`src/rtl/drowsy_pkg.sv`:
```
// Shared types and constants for the drowsiness-detector front end.
package drowsy_pkg;

   localparam int ANN_IN_DEPTH = 30;
   localparam int SAMPLE_W     = 10;
   localparam int COUNT_W      = 8;

   typedef logic [SAMPLE_W-1:0] sample_t;

   typedef enum logic [1:0] {
      FILL = 2'd0,
      RUN  = 2'd1,
      GAP  = 2'd2
   } loader_state_e;

endpackage

```
`src/rtl/dropout_filter.sv`:
```
// Replaces zero (tracker-loss) samples with the last non-zero accepted sample
// and counts substitutions with a saturating counter.
module dropout_filter
   import drowsy_pkg::*;
#(
   parameter int WIDTH = SAMPLE_W
) (
   input  logic               clk,
   input  logic               rst_n,
   input  logic               accept,
   input  logic [WIDTH-1:0]   sample_in,
   output logic [WIDTH-1:0]   sample_out,
   output logic [COUNT_W-1:0] dropout_count
);

   logic [WIDTH-1:0] last_good;
   logic             is_zero;

   assign is_zero    = (sample_in == '0);
   assign sample_out = is_zero ? last_good : sample_in;

   always_ff @(posedge clk or negedge rst_n) begin
      if (!rst_n) begin
         last_good     <= '0;
         dropout_count <= '0;
      end else if (accept) begin
         if (!is_zero) begin
            last_good <= sample_in;
         end else if (dropout_count != {COUNT_W{1'b1}}) begin
            dropout_count <= dropout_count + COUNT_W'(1);
         end
      end
   end

endmodule

```
`src/rtl/feature_window_loader.sv`:
```
// Sliding-window feeder for the drowsiness ANN: FILL -> RUN -> GAP launch control.
// Define DROPOUT_FILL_EN to substitute zero samples with the last non-zero sample.
module feature_window_loader
   import drowsy_pkg::*;
#(
   parameter int DEPTH = ANN_IN_DEPTH,
   parameter int WIDTH = SAMPLE_W,
   parameter int HOP   = 10
) (
   input  logic               Clock,
   input  logic               Rst,
   input  logic [WIDTH-1:0]   sample_in,
   input  logic               sample_valid,
   output logic               sample_ready,
   input  logic               ann_done,
   output logic [WIDTH-1:0]   window [0:DEPTH-1],
   output logic               Start,
   output logic [COUNT_W-1:0] frame_count,
   output logic [COUNT_W-1:0] dropout_count
);

   localparam int CNT_W = $clog2(DEPTH + 1);

   loader_state_e    state_q, state_d;
   logic [CNT_W-1:0] fill_cnt, hop_cnt;
   logic             xfer;
   logic [WIDTH-1:0] stored;

   // Ready is held low through reset so the source cannot push into a clearing window.
   assign sample_ready = Rst && (state_q != RUN);
   assign Start        = (state_q == RUN);
   assign xfer         = sample_valid && sample_ready;

   // NOTE: sequential state uses non-blocking assignments so every register samples pre-edge values.
   always_ff @(posedge Clock or negedge Rst) begin
      if (!Rst) state_q <= FILL;
      else      state_q <= state_d;
   end

   // NOTE: state_d is defaulted before the case so no path leaves it unassigned (no latch).
   always_comb begin
      state_d = state_q;
      unique case (state_q)
         FILL:    if (xfer && fill_cnt == CNT_W'(DEPTH - 1)) state_d = RUN;
         RUN:     if (ann_done) state_d = GAP;
         GAP:     if (xfer && hop_cnt == CNT_W'(HOP - 1)) state_d = RUN;
         default: state_d = FILL;
      endcase
   end

   always_ff @(posedge Clock or negedge Rst) begin
      if (!Rst) begin
         fill_cnt    <= '0;
         hop_cnt     <= '0;
         frame_count <= '0;
      end else begin
         if (state_q == FILL && xfer) fill_cnt <= fill_cnt + CNT_W'(1);
         if (state_q == RUN && ann_done) begin
            hop_cnt     <= '0;
            frame_count <= frame_count + COUNT_W'(1);
         end else if (state_q == GAP && xfer) begin
            hop_cnt <= hop_cnt + CNT_W'(1);
         end
      end
   end

   // NOTE: the window is a flop array feeding the ANN directly, so it is reset like any other state.
   always_ff @(posedge Clock or negedge Rst) begin
      if (!Rst) begin
         for (int i = 0; i < DEPTH; i++) window[i] <= '0;
      end else if (xfer) begin
         for (int i = 0; i < DEPTH - 1; i++) window[i] <= window[i+1];
         window[DEPTH-1] <= stored;
      end
   end

`ifdef DROPOUT_FILL_EN
   dropout_filter #(
      .WIDTH(WIDTH)
   ) u_dropout_filter (
      .clk          (Clock),
      .rst_n        (Rst),
      .accept       (xfer),
      .sample_in    (sample_in),
      .sample_out   (stored),
      .dropout_count(dropout_count)
   );
`else
   assign stored        = sample_in;
   assign dropout_count = '0;
`endif

endmodule
```
`config.mk`:
```
export PLATFORM = sky130hd
export DESIGN_NAME = feature_window_loader
export DESIGN_NICKNAME = d
export VERILOG_FILES = /design/src/rtl/drowsy_pkg.sv /design/src/rtl/dropout_filter.sv /design/src/rtl/feature_window_loader.sv
export SDC_FILE = /design/constraint.sdc
export NUM_CORES = 1
export LEC_CHECK = 0
export ABC_AREA = 1
export CORE_MARGIN = 2
export CORE_UTILIZATION = 42
export CTS_CLUSTER_DIAMETER = 120
export DETAILED_ROUTE_END_ITERATION = 8
export GPL_TIMING_DRIVEN = 0
export PLACE_DENSITY = 0.71
export SLEW_MARGIN = 20
export SYNTH_ARGS = -nofsm -noshare
export SYNTH_HDL_FRONTEND = slang
export SYNTH_SLANG_ARGS = --single-unit
```
`constraint.sdc`:
```
create_clock -name Clock -period 1.7 [get_ports Clock]
set_clock_uncertainty 0.05 [all_clocks]
set_input_delay 0.17 -clock Clock [delete_from_list [all_inputs] [get_ports Clock]]
set_output_delay 0.17 -clock Clock [all_outputs]
set_load 0.01 [all_outputs]
```
## Yosys cells after proc, flatten, opt, wreduce, memory -nomap -nowiden

Cells that the tools add are included.

- Register bits: 320
- Bits of input ports: 14
- Word-level logic and storage cells: 61

- Add/sub/neg operators: 3
- Eq/ne operators: 8
- Mux-type cells: 6
- Reductions and logical operators: 10

Operators with widths:

| kind | count |
|---|---|
| adder 5 x 1 -> 5 bit (second input constant) | 2 |
| 2-to-1 mux 5 bit | 2 |
| adder 8 x 1 -> 8 bit (second input constant) | 1 |
| logical AND 1 bit | 7 |
| 2-to-1 mux 2 bit | 3 |
| != test 2 bit (second input constant) | 3 |
| case mux 2 bit (3 select lines) | 1 |
| equality test 5 x 4 -> 1 bit (second input constant) | 1 |
| equality test 5 bit (second input constant) | 1 |
| AND reduction 3 bit | 1 |
| equality test 2 x 1 -> 1 bit (second input constant) | 1 |
| equality test 2 bit (second input constant) | 1 |
| logical NOT 2 bit | 1 |
| != test 2 x 1 -> 1 bit (second input constant) | 1 |
| nonzero test 2 bit | 1 |

## Longest topological paths before layout

Gate-level depths: netlist of the first run.

- Depth in word-level cells: 6
- Mapped depth: 9
- Depth with buffers taken out: 8

## Least setup slack after synthesis of the first run

OpenSTA, ideal clock, no wires.

- Path kind: register to register
- Start: reg state_q[0]
- End: reg frame_count[7]
- Setup time: 117 ps
- Data arrival time: 1175 ps
- Data required time: 1533 ps
- Slack: 358 ps
- Stages on the path, launching flop included: 8
- Path through: dfrtp_1 -> inv_1 -> nor2_1 -> nand2_1 -> nor2_1 -> nand3_1 -> nand2_1 -> nand2_1

- Longest elaborated chain between the ends: 2

RTL lines:

| element | RTL line | RTL |
|---|---|---|
| start, declared | feature_window_loader.sv:24 | `loader_state_e state_q, state_d;` |
| start signal, assigned | feature_window_loader.sv:37 | `else state_q <= state_d;` |
| equality test 2 x 1 -> 1 bit | - |  |
| net Start | feature_window_loader.sv:17 | `output logic Start,` |
| logical AND 1 bit | feature_window_loader.sv:58 | `if (state_q == RUN && ann_done) begin` |
| end signal, assigned | feature_window_loader.sv:60 | `frame_count <= frame_count + COUNT_W'(1);` |
| end, declared | feature_window_loader.sv:18 | `output logic [COUNT_W-1:0] frame_count,` |

The timed path passes the listed nets, and every way through them passes these cells.
A chain may end at the register's enable or synchronous reset.

## Worst setup path after layout of the first run

- Start: reg window[36] in the netlist's numbering
- End: out window[36] in the netlist's numbering

RTL lines:

| element | RTL line | RTL |
|---|---|---|
| start, declared | feature_window_loader.sv:16 | `output logic [WIDTH-1:0] window [0:DEPTH-1],` |
| start signal, assigned by index | feature_window_loader.sv:73 | `window[DEPTH-1] <= stored;` |

No word-level cell between the ends.

==> results of run 1 <==
cells in the mapped netlist (all sizes together):
| cell | n |
|---|---|
| nand2 | 908 |
| dfrtp | 320 |
| buf | 66 |
| inv | 31 |
| o21ai | 23 |
| nor2 | 18 |
| nand3 | 10 |
| clkbuf | 9 |
| xnor2 | 6 |
| ha | 5 |
| nand4 | 2 |
| a21oi | 1 |
| conb | 1 |
| o21bai | 1 |
| xor2 | 1 |
layer usage:
layer  part of all wire  global-route usage
met4              0.024             0.06007
met1               0.41              0.2785
met2               0.47              0.3709
met3              0.093             0.07403
met5                  0                   0
cells by family after synthesis:
group	after synthesis	share of synthesized area
compound gates	25	0.01036
flops	320	0.6497
xor+xnor	7	0.004975
fa+ha+maj	5	0.005076
buf+inv	106	0.04122
other cells	1	0.0003043
simple gates	938	0.2883
registers in the layout (all words and copies together) (netlist names):
register     cells
frame_count      8
window         300
hop_cnt          5
state_q          2
fill_cnt         5
report_power, final:
group	leakage (nW)	switching [mW]	total (mW)	internal (mW)
Sequential	4.35	1.45	10.7	9.24
Combinational	6.61	3.55	6.71	3.17
Clock	0.562	2.94	7.52	4.58
Total	11.5	7.94	24.9	17.0
metrics by stage:
step | TNS (ps) | area [um2] | hold WS (ps) | total power [mW]
2_1_floorplan | 0 | 12350 | -175.6 | 13.46
3_3_place_gp | -8297240 | 16060 | 411.8 | 17.84
3_5_place_dp | -119780 | 16150 | 95.62 | 17.95
4_1_cts | 0 | 17280 | -489.9 | 25.23
5_1_grt | -33.30 | 17690 | -477.4 | 26.34
6_report | 0 | 17690 | -490.9 | 24.94
worst max-delay path by stage:
stage,slack (ps),cells past startpoint,end,from
floorplan,360,7,frame_count[7],state_q[0]
detailed placement,-460,8,window[270],Rst
global placement,-13460,1,window[95],Rst
CTS,0.07,1,window[36],window[36]
finish,20,1,window[36],window[36]
global route,-9,1,window[195],window[195]
worst reg2reg max path, cell delays in order, from the launching register on:
cell and delay (ps):
dfrtp_1 380, inv_1 90, nand2_1 80, nand3_2 140, inv_2 140, clkbuf_4 210, buf_2 230, nand2_1 80
nand2_1 70
repair_timing:
action / in CTS / in global routing
hold endpoints to repair: 221 / 137
pin swaps: 0 / 0
setup buffers: 10 / 5
setup endpoints to repair: 95 / 324
resized for setup: 94 / 152
cell type report:
cell class / count / area, um2 / area share
tap: 384 / 480.5 / 0.02716
clock inverter: 7 / 87.58 / 0.004952
buffer: 75 / 464.2 / 0.02624
inverter: 31 / 116.4 / 0.006579
sequential: 320 / 8010 / 0.4529
clock buffer: 54 / 1060 / 0.05991
multi-input combinational: 983 / 3837 / 0.2169
timing repair buffer: 343 / 3632 / 0.2053
==> metrics.md, run 1 <==
| Metric | Value |
|---|---|
| Static leakage | 11.53 nW |
| Worst stage delay on the critical path | between 500 and 600 ps |
| DRT Wirelength | about 35 mm |
| Fin util | 0.6146 |
| Vias per inst | ~4.7 |
| Vias in the first global route | about 10000 |
| Synth Cell Area | around 12000 um2 |
| Synth warnings | 0 |
| Reg2reg path depth | 8 |
| Fmax | 0.5957 GHz |
| First drt pass iteration count | 5 |
| Final WS setup | between 20 and 25 ps |
| CTS Buffer Depth | 3 |
| Final worst-path cycle share | 0.9874 |
| Reg-to-Reg Start | state_q[1] |
| # diodes | 0 |
| Clk sinks | between 300 and 400 |
| CP Data Required Time | 1480 ps |
| Startpoint Class | register |
| CTS tree | built |
| Wire per inst | roughly 16 um |
| Fillers | about 2400 |
| Initial antenna violation count | 0 |
| Final Instance Count excl. Fillers | 2197 |
| Reg2Reg Capture Point | window[153] |
| # placed instances | between 2000 and 2500 |
| Initial Util | 0.4282 |
| CP max-delay cell | clkdlybuf4s50_1 |
| Crit path max-delay family | buffers and inverters |
| DRC viols | 0 |
| Fin. Hold Viols | 196 |
| Grt ovf | 0 |
| Die W | between 150 and 200 um |
| Share of Yosys cell area claimed by the top area cell type | 0.6497 |
| Nets | 1807 |
| Layout area overhead | 43.52% |
| Worst slew pin tran | approximately 700 ps |
| Largest net degree at the start of global routing | 100 |
| Root Buffer | clkbuf_16 |
| Skew-Pair Late Insertion Delay | roughly 500 ps |
| #FFs+latches synth | 320 |
| Bufs and invs on worst path | 1 |
| Max Transition Viols Final | 0 |
| WP data arrival | between 1000 and 1500 ps |
| R2R Setup Slk | about 160 ps |
| GR Util All Layers | 0.2224 |
| Reg clk slew, reported paths | around 60 ps |
| Sequential element share of the synthesized area | 0.6497 |
| Mapped Avg Cell Area | 8.791 um2 |
| Chip height | 175.3 um |
| VDD IR-drop max | between 0.9 and 1 mV |
| Dpl hpwl | roughly 24 mm |
| Synth Instances | 1402 |
| # rows | 62 |
| Core area | roughly 29000 um2 |
| IO buf count | approximately 320 |
| Iter 0 DRT Violations | between 600 and 700 |
| TritonCTS Buffers | 34 |
| H-tree level count | 2 |
| Routability cong. | about 0.85 |
| Failing checks | negative hold slack |
| RSZ-0062 raised after global routing | true |
| HP Class | input pin to async pin |
| Hold Slack | -490.9 ps |
| Final ANT Viol Nets | 0 |
| Placement Setup Slack | -464.0 ps |
| CP endpoint kind | primary output |
| Share of layout cells above drive strength 1 | 0.08329 |
| Synth area leader | dfrtp_1 |
| Most frequent cells in the layout | nand2_1, dfrtp_1, clkdlybuf4s50_1 |
| Post-route minimum period | between 1500 and 2000 ps |
| Status | finished, violations left |
| CP Cell Sequence | clkdlybuf4s50_1 |
| Synth cell types | 20 |
| Die area | around 31000 um2 |
| Max-Cap Viols | 0 |
| Crit path max fanout | 2 |
| First-pass GRT wire length | 54.70 mm |
| Synth area leaders | dfrtp_1, nand2_1, buf_2, o21ai_0, inv_1 |
| Final setup vio count | 0 |
| IO Pins | approximately 330 |
| WS Path Type | register to primary output |
| Vias | between 10000 and 15000 |
| Commonest non-fill, non-tap cell in the layout | nand2_1 |
| Power Dens Cells | ~1400 nW/um2 |
| Max-Slew Margin vs Limit | 0.5314 |
(Power assumes the default switching activity.)
==> inputs of run 2 (changes only) <==
- ABC_CLOCK_PERIOD_IN_PS: not set -> 1700
- SLEW_MARGIN: 20 -> not set
==> run 2 against run 1 <==
Compared with the run above:
- the run still ends with negative hold slack left
- die area did not move
- first-iteration DRC count fell by 14%
- critical path depth did not move
- fmax rose by 0.43%
- largest cell class unchanged
- largest power group unchanged
==> metrics.md, run 2 (synthesized netlist as in run 1, its figures left out) <==
| Metric | Value |
|---|---|
| Status | finished, violations left |
| Failing checks | negative hold slack |
| Reg2reg path depth | 8 |
| DRT Wirelength | roughly 34 mm |
| Clk sinks | 320 |
| CTS tree | built |
| Fmax | 0.5983 GHz |
| Grt ovf | 0 |
| Max-Cap Viols | 0 |
| VDD IR-drop max | between 0.9 and 1 mV |
| Vias per inst | roughly 4.7 |
| Nets | 1801 |
| Reg with most FFs | window |
| CP Data Required Time | around 1500 ps |
| Most frequent cells in the layout | nand2_1, dfrtp_1, clkdlybuf4s50_1 |
| Iter 0 DRT Violations | between 500 and 600 |
| Max Transition Viols Final | 0 |
| Area taken by multi-input logic gates | 3837 um2 |
| Core area | 28780 um2 |
| Final ANT Viol Nets | 0 |
| RSZ-0062 raised after global routing | true |
| Vias in the first global route | 10200 |
| Post-route minimum period | ~1700 ps |
| # diodes | 0 |
| WS Path Type | register to primary output |
| CP Depth | 1 |
| Power Dens Cells | between 1000 and 1500 nW/um2 |
| CP endpoint kind | primary output |
| Crit path max-delay family | buffers and inverters |
| Dpl hpwl | between 20 and 25 mm |
| Wire per inst | roughly 16 um |
| Final setup vio count | 0 |
| HP Class | input pin to async pin |
| Crit path max fanout | 3 |
| # placed instances | roughly 2100 |
| CTS Hold Bufs | 1 |
| Final Instance Count excl. Fillers | ~2200 |
| Hold Slack | -431.9 ps |
| Layout area overhead | 42.65% |
| Worst slew pin tran | 566.9 ps |
| GR Util All Layers | 0.2215 |
| Routability cong. | ~0.85 |
| CP max-delay cell | clkdlybuf4s50_1 |
| Vias | just over 10000 |
| Bufs and invs on worst path | 1 |
| Final worst-path cycle share | 0.9832 |
| Static leakage | ~11 nW |
| Initial Util | 0.4282 |
| First drt pass iteration count | 6 |
| DRC viols | 0 |
| Largest net degree at the start of global routing | between 100 and 150 |
| Power, Total | around 25 mW |
| TritonCTS Buffers | 34 |
| Max-Slew Margin vs Limit | 0.6208 |
| CTS Buffer Depth | 3 |
| IO buf count | between 300 and 400 |
| Startpoint Class | register |
| CP Cell Sequence | clkdlybuf4s50_1 |
| Max reg flops | 300 |
| Fillers | about 2500 |
| Commonest non-fill, non-tap cell in the layout | nand2_1 |
| Fin. Hold Viols | roughly 110 |
| Register area | about 8000 um2 |
| IO Pins | 332 |
| Chip height | 175.3 um |
| First-pass GRT wire length | about 55 mm |
| WP data arrival | between 1000 and 1500 ps |
| Reg clk slew, reported paths | ~60 ps |
| Regs by FF count | window: 300 flops, frame_count: 8 flops |
| Worst stage delay on the critical path | approximately 600 ps |
| # rows | 62 |
| Skew-Pair Late Insertion Delay | 500 ps |
| H-tree level count | 2 |
| Die W | about 180 um |
| Initial antenna violation count | 0 |
| Root Buffer | clkbuf_16 |
| Die area | about 31000 um2 |
| Share of layout cells above drive strength 1 | 0.07922 |
[run 2: cell types whose count changed in the layout (fill, tap and decap cells not counted), moves of 2 or more]
cell             previous run  this run
clkdlybuf4s50_1           122       139
bufinv_16                   2         0
dlymetal6s2s_1            113       110
dlygate4sd2_1              87        73
buf_2                      31        33
buf_4                      29        23
[run 2: report_power, final]
part | switching (mW) | internal (mW)
logic | 3.51 | 3.20
registers | 1.45 | 9.24
clock network | 2.90 | 4.27
[run 2: through the flow]
step	util	instance area [um2]	TNS (ps)	worst slack, ps
6_report	0.6109	17580	0	28.58
2_1_floorplan	-	12350	0	358.2
5_1_grt	0.6109	17580	-53.93	-20.96
3_5_place_dp	0.5612	16150	-12650	-124.0
3_3_place_gp	0.5582	16060	-8297240	-13460
4_1_cts	0.5988	17230	0	0.06006
[run 2: metal layers]
layer,track usage,wire length (um)
met5,0,0
met4,0.05521,695
met3,0.07208,3021
met2,0.3689,16200
met1,0.2809,14170
[run 2: path summary, 6_finish.rpt]
path | start | to | slack, ps
min in group Clock | sample_in[7] | window[7] | 160
worst min register to register | window[298] | window[298] | 440
worst max register to register | state_q[1] | window[252] | 120
worst max-delay path | window[283] | window[283] | 30
worst min-delay path | Rst | window[262] | -430
max in group asynchronous | Rst | window[253] | 400
[run 2: repair_timing]
item | 4_1_cts | 5_1_grt
endpoints found under the hold margin | 67 | 55
endpoints found under the setup margin | 78 | 339
resized for setup | 78 | 146
buffers inserted | 9 | 1
[run 2: area by class of cell]
type                       instances  area share
inverter                          31    0.006619
clock inverter                     5    0.001637
multi-input combinational        983      0.2183
sequential                       320      0.4556
clock buffer                      54     0.06028
timing repair buffer             337      0.2042
buffer                            75     0.02612
tap                              384     0.02733
==> inputs of run 3 (changes only) <==
- GPL_ROUTABILITY_DRIVEN: not set -> 0
==> results of run 3 <==
No change in the layout: final DEF, timing and power equal those of run 2.
